File: src/rtl/irq_ctrl_pkg.sv
// Shared definitions for the interrupt aggregator: register offsets, CTRL bits, FSM states.
package irq_ctrl_pkg;

   localparam logic [1:0] REG_STATUS = 2'd0;
   localparam logic [1:0] REG_MASK   = 2'd1;
   localparam logic [1:0] REG_TYPE   = 2'd2;
   localparam logic [1:0] REG_CTRL   = 2'd3;

   localparam int unsigned CTRL_EN  = 0;
   localparam int unsigned CTRL_INV = 1;

   typedef enum logic [1:0] {
      IDLE   = 2'd0,
      ASSERT = 2'd1,
      GAP    = 2'd2
   } irq_state_e;

   function automatic logic [7:0] valid_bits(input int unsigned n);
      logic [7:0] v;
      v = '0;
      for (int unsigned i = 0; i < 8; i++) begin
         if (i < n) v[i] = 1'b1;
      end
      return v;
   endfunction

endpackage

File: src/rtl/irq_edge_sync.sv
// Per-source 2-flop synchroniser with history flop; no reset so sources held high across reset give no edge.
module irq_edge_sync (
   input  logic clk_i,
   input  logic irq_i,
   output logic level_o,
   output logic rise_o
);

   logic meta_q;
   logic sync_q;
   logic hist_q;
   logic rise_q;

   // rise is registered alongside the history flop so level and rise stay cycle-aligned
   always_ff @(posedge clk_i) begin
      meta_q <= irq_i;
      sync_q <= meta_q;
      hist_q <= sync_q;
      rise_q <= sync_q & ~hist_q;
   end

   assign level_o = hist_q;
   assign rise_o  = rise_q;

endmodule

File: src/rtl/irq_ctrl.sv
// Interrupt aggregator: latches up to 8 sources, masks them and drives one line with a forced gap on acknowledge.
module irq_ctrl
   import irq_ctrl_pkg::*;
#(
   parameter logic [4:0]  BASE_ADDR  = 5'h1c,
   parameter int unsigned NUM_IRQS   = 8,
   parameter logic [7:0]  DFL_TYPE   = 8'hff,
   parameter int unsigned GAP_CYCLES = 4
) (
   input  logic                clk,
   input  logic                rst,
   input  logic [4:0]          csr_a,
   input  logic [7:0]          csr_di,
   input  logic                csr_we,
   output logic [7:0]          csr_do,
   input  logic [NUM_IRQS-1:0] irq_in,
   output logic                irq_out
);

   localparam logic [7:0] VALID    = valid_bits(NUM_IRQS);
   localparam logic [3:0] GAP_LOAD = 4'(GAP_CYCLES - 1);

   logic [7:0] lvl;
   logic [7:0] rise;

   for (genvar i = 0; i < 8; i++) begin : g_src
      if (i < NUM_IRQS) begin : g_used
         irq_edge_sync u_sync (
            .clk_i  (clk),
            .irq_i  (irq_in[i]),
            .level_o(lvl[i]),
            .rise_o (rise[i])
         );
      end else begin : g_unused
         assign lvl[i]  = 1'b0;
         assign rise[i] = 1'b0;
      end
   end

   logic [7:0] pending_q, pending_d;
   logic [7:0] mask_q, mask_d;
   logic [7:0] type_q, type_d;
   logic [1:0] ctrl_q, ctrl_d;

   irq_state_e state_q;
   logic [3:0] cnt_q;
   logic       irq_out_q;

   logic [4:0] offset;
   logic       hit;
   logic       wr_status, wr_mask, wr_type, wr_ctrl;
   logic       req, ack;

   assign offset    = csr_a - BASE_ADDR;
   assign hit       = (offset[4:2] == 3'b000);
   assign wr_status = csr_we & hit & (offset[1:0] == REG_STATUS);
   assign wr_mask   = csr_we & hit & (offset[1:0] == REG_MASK);
   assign wr_type   = csr_we & hit & (offset[1:0] == REG_TYPE);
   assign wr_ctrl   = csr_we & hit & (offset[1:0] == REG_CTRL);

   always_comb begin
      mask_d    = mask_q;
      type_d    = type_q;
      ctrl_d    = ctrl_q;
      pending_d = '0;
      if (wr_mask) mask_d = csr_di & VALID;
      if (wr_type) type_d = csr_di & VALID;
      if (wr_ctrl) ctrl_d = csr_di[1:0];
      for (int unsigned i = 0; i < 8; i++) begin
         if (type_q[i]) begin
            pending_d[i] = (pending_q[i] & ~(wr_status & csr_di[i])) | rise[i];
         end else if (wr_type && csr_di[i]) begin
            // level -> edge switch drops the stale level state; a coincident rise still sets
            pending_d[i] = rise[i];
         end else begin
            pending_d[i] = lvl[i];
         end
      end
      pending_d = pending_d & VALID;
   end

   always_ff @(posedge clk) begin
      if (rst) begin
         pending_q <= '0;
         mask_q    <= '0;
         type_q    <= DFL_TYPE & VALID;
         ctrl_q    <= '0;
      end else begin
         pending_q <= pending_d;
         mask_q    <= mask_d;
         type_q    <= type_d;
         ctrl_q    <= ctrl_d;
      end
   end

   assign req = ctrl_q[CTRL_EN] & (|(pending_q & mask_q));
   assign ack = (wr_status && (csr_di != 8'h00)) || wr_mask;

   always_ff @(posedge clk) begin
      if (rst) begin
         state_q   <= IDLE;
         cnt_q     <= '0;
         irq_out_q <= 1'b0;
      end else begin
         irq_out_q <= (state_q == ASSERT) ^ ctrl_q[CTRL_INV];
         case (state_q)
            IDLE: begin
               if (req) state_q <= ASSERT;
            end
            ASSERT: begin
               if (!req || ack) begin
                  state_q <= GAP;
                  cnt_q   <= GAP_LOAD;
               end
            end
            GAP: begin
               if (cnt_q == 4'd0) state_q <= IDLE;
               else cnt_q <= cnt_q - 4'd1;
            end
            default: state_q <= IDLE;
         endcase
      end
   end

   assign irq_out = irq_out_q;

   always_comb begin
      csr_do = '0;
      if (hit) begin
         case (offset[1:0])
            REG_STATUS: csr_do = pending_q;
            REG_MASK:   csr_do = mask_q;
            REG_TYPE:   csr_do = type_q;
            REG_CTRL:   csr_do = {6'b0, ctrl_q};
            default:    csr_do = '0;
         endcase
      end
   end

endmodule

File: config.mk
export PLATFORM = sky130hd
export DESIGN_NAME = irq_ctrl
export DESIGN_NICKNAME = d
export VERILOG_FILES = /design/src/rtl/irq_ctrl_pkg.sv /design/src/rtl/irq_edge_sync.sv /design/src/rtl/irq_ctrl.sv
export SDC_FILE = /design/constraint.sdc
export NUM_CORES = 1
export LEC_CHECK = 0
export CORE_MARGIN = 10
export CORE_UTILIZATION = 27
export CTS_CLUSTER_DIAMETER = 40
export DETAILED_ROUTE_END_ITERATION = 12
export GPL_ROUTABILITY_DRIVEN = 0
export PLACE_DENSITY = 0.42
export SLEW_MARGIN = 10
export SYNTH_ARGS = -nofsm -noshare
export SYNTH_HDL_FRONTEND = slang
export SYNTH_SLANG_ARGS = --single-unit
File: constraint.sdc
create_clock -name clk -period 3.1 [get_ports clk]
set_clock_uncertainty 0.15 [all_clocks]
set_input_delay 0.31 -clock clk [delete_from_list [all_inputs] [get_ports clk]]
set_output_delay 0.31 -clock clk [all_outputs]
set_load 0.1 [all_outputs]
==> flow_metrics.env <==
export IMPL_status="completed"
export IMPL_met1_usage=0.120
export IMPL_path_buf_inv=2
export IMPL_synthAdderAreaFrac=0.0101
export IMPL_cpLargestDelayFamily="buffers and inverters"
export IMPL_postCtsHoldBufs=0
export IMPL_r2r_slack_ps=1200
export IMPL_reg2reg_depth=6
export IMPL_path_class="in -> out"
export IMPL_grtUsageMet3=0.0357
export IMPL_synthesis_nets=284
export IMPL_grt_max_degree=21
export IMPL_timing_fmax_ghz=0.406
export IMPL_grt_pass1_wl_um=9930
export IMPL_stdcell_area_um2=3200
export IMPL_cts_tree="yes"
export IMPL_seq_area_frac_synth=0.526
export IMPL_cp_arrival_ps=2000
export IMPL_hold_viol=0
export IMPL_num_nets_final=325
export IMPL_synth_seq_cells=65
export IMPL_wire_per_inst_um=14.6
export IMPL_antenna_cells=0
export IMPL_seqCellArea_um2=1300
export IMPL_grt_antenna_before_repair=0
export IMPL_fp_dieArea_um2=13400
export IMPL_synth_most_common_cell="dfxtp_1"
export IMPL_crit_required_ps=2640
export IMPL_route_detailed_drc=0
export IMPL_post_route_period_util=0.795
export IMPL_drtAntennaViolNets=0
export IMPL_synth_edf_count=0
export IMPL_postLayoutCoreUtil=0.363
export IMPL_period_needed_ps=2460
export IMPL_drv_cap=0
export IMPL_busiest_layer="met2"
export IMPL_drv_slew=0
export IMPL_post_cts_resized=0
export IMPL_async_flop_share=0
export IMPL_core_um2=8810
export IMPL_grt_pass1_vias=1928
export IMPL_ir_drop_mv=0.241
export IMPL_drtIter0Drc=55
export IMPL_clock_latency_ps=340
export IMPL_synthTopCellsByCount="dfxtp_1 (65), nand2_1 (45), a21oi_1 (31)"
export IMPL_syn_area_per_cell_um2=9.59
export IMPL_overflow=0
export IMPL_clock_sinks=65
export IMPL_power_leakage_nw=1.20
export IMPL_dr_pass1_iters=4
export IMPL_netlist_top_cells_area="dfxtp_1 (53%), nand2_1 (6.8%), a21oi_1 (6.3%)"
export IMPL_fillers=881
export IMPL_post_synth_top_area_cell="dfxtp_1"
export IMPL_finalSetupViolCount=0
export IMPL_cts_root_buf="clkbuf_8"
export IMPL_worstPathCellList="clkdlybuf4s50_1 -> nor2b_1 -> nand2_1 -> o21ai_0 -> and2_1 -> buf_12"
export IMPL_place_area_um2=3020
export IMPL_cpMaxStageDelayCell="clkdlybuf4s50_1"
export IMPL_crit_path_end_kind="output pin"
export IMPL_synth_compound_area_frac=0.160
export IMPL_path_clk_slew_ps=70
export IMPL_clk_path_buf_depth=2
export IMPL_ioPinCount=33
export IMPL_whs_path_depth=0
export IMPL_synth_cells=258
export IMPL_cp_max_fo=8
export IMPL_slew_headroom=0.563
export IMPL_critPathMaxStageDelay_ps=610
export IMPL_synthDistinctLibCells=37
export IMPL_fp_dieW_um=116
export IMPL_synthSimpleGateAreaFrac=0.213
export IMPL_muxShareOfSynthArea=0.0688
export IMPL_h_tree_depth=3
export IMPL_worstHoldPathType="reg -> reg"
export IMPL_synth_area_um2=2470
export IMPL_cp_start_kind="input pin"
export IMPL_multiInputGateArea_um2=1120
export IMPL_use_met2=0.148
export IMPL_dp_hpwl_um=4280
export IMPL_ys_flop_type="dfxtp_1"
export IMPL_initial_core_util=0.281
export IMPL_vias_per_cell=4.63
export IMPL_vias=1907
export IMPL_synth_top_family_by_area="simple AND/OR/NAND/NOR gates"
export IMPL_rows=34
export IMPL_worst_pin_slew_ps=655
export IMPL_netlist_area_leader_share=0.526
export IMPL_die_y_um=116
export IMPL_tns_ps=0
export IMPL_power_total_mw=1.66
export IMPL_gr_usage_all_layers=0.0963
export IMPL_powerDensity_nw_per_um2=520
export IMPL_drt_wl_total_um=6020
export IMPL_drive_gt1_frac=0.145
export IMPL_cts_setup_buffers=0
export IMPL_synth_xor_area_frac=0
export IMPL_area_growth_pct=29.3
export IMPL_portBuffers=32
export IMPL_yosysWarnings=0
export IMPL_rsz0062_at_grt="no"
export IMPL_numCtsBuffers=9
export IMPL_hold_ws_ps=179
export IMPL_cp_depth=6
cell type report:
type	count	share of cell area
Sequential cell	65	0.407
Multi-Input combinational cell	180	0.350
Timing Repair Buffer	39	0.141
Tap cell	108	0.0422
Clock buffer	9	0.0387
Clock inverter	7	0.0168
Inverter	4	0.00469
worst register-to-register path: stages, from the launching register on:
cell and delay, ps:
dfxtp_1 320, inv_1 90, ha_1 210, nor3b_1 360
nor2_1 180, o31ai_4 310, o221a_2 230
cells in the final DEF, fill, tap and decap left out, drive strengths merged, types with 5 or more instances in the layout:
master         instances
and2                   9
nand2b                 7
nor2b                 14
nand2                 45
nor3                   5
buf                   16
o21ai                  7
clkbuf                 9
a21oi                 31
nor2                  11
mux2i                  8
dfxtp                 65
inv                    6
clkdlybuf4s50         23
per-layer routing:
layer	vias to the layer above	wire length (um)
met1	866	2980
met2	42	2640
li1	989	-
met4	0	112
met5	-	0
met3	10	286
stage by stage:
stage	instances	setup WS (ps)
finish	412	635
global route	412	480
CTS	412	560
detailed placement	396	571
global placement	396	512
floorplan	258	1040
power by group:
part           total, mW  switching [mW]  leakage [nW]  internal [mW]
sequential         0.884          0.0165         0.537          0.867
combinational      0.132          0.0659         0.584         0.0663
clock              0.647           0.352        0.0822          0.295
final timing paths:
check / start / endpoint
min reg2reg: g_src[1].g_used.u_sync.meta_q / g_src[1].g_used.u_sync.sync_q
max reg2reg: cnt_q[0] / cnt_q[2]
max: csr_a[1] / csr_do[3]
min: g_src[1].g_used.u_sync.meta_q / g_src[1].g_used.u_sync.sync_q
flip-flops by register name, summed over array words and instances (netlist names):
signal / count
cnt_q: 4
ctrl_q: 2
irq_out: 1
g_src.g_used.u_sync.sync_q: 8
g_src.g_used.u_sync.level_o: 8
state_q: 2
mask_q: 8
pending_q: 8
type_q: 8
g_src.g_used.u_sync.meta_q: 8
g_src.g_used.u_sync.rise_o: 8
logic make-up (layout without fill, tap and decap cells):
group,count (synthesis),after routing
adder cells (fa/ha/maj),2,2
buffers and inverters,13,59
AND/OR/NAND/NOR,106,106
multiplexers,14,14
AO/OA/AOI/OAI,58,58
flip-flops,65,65
Power figures use the tool's default switching activity.
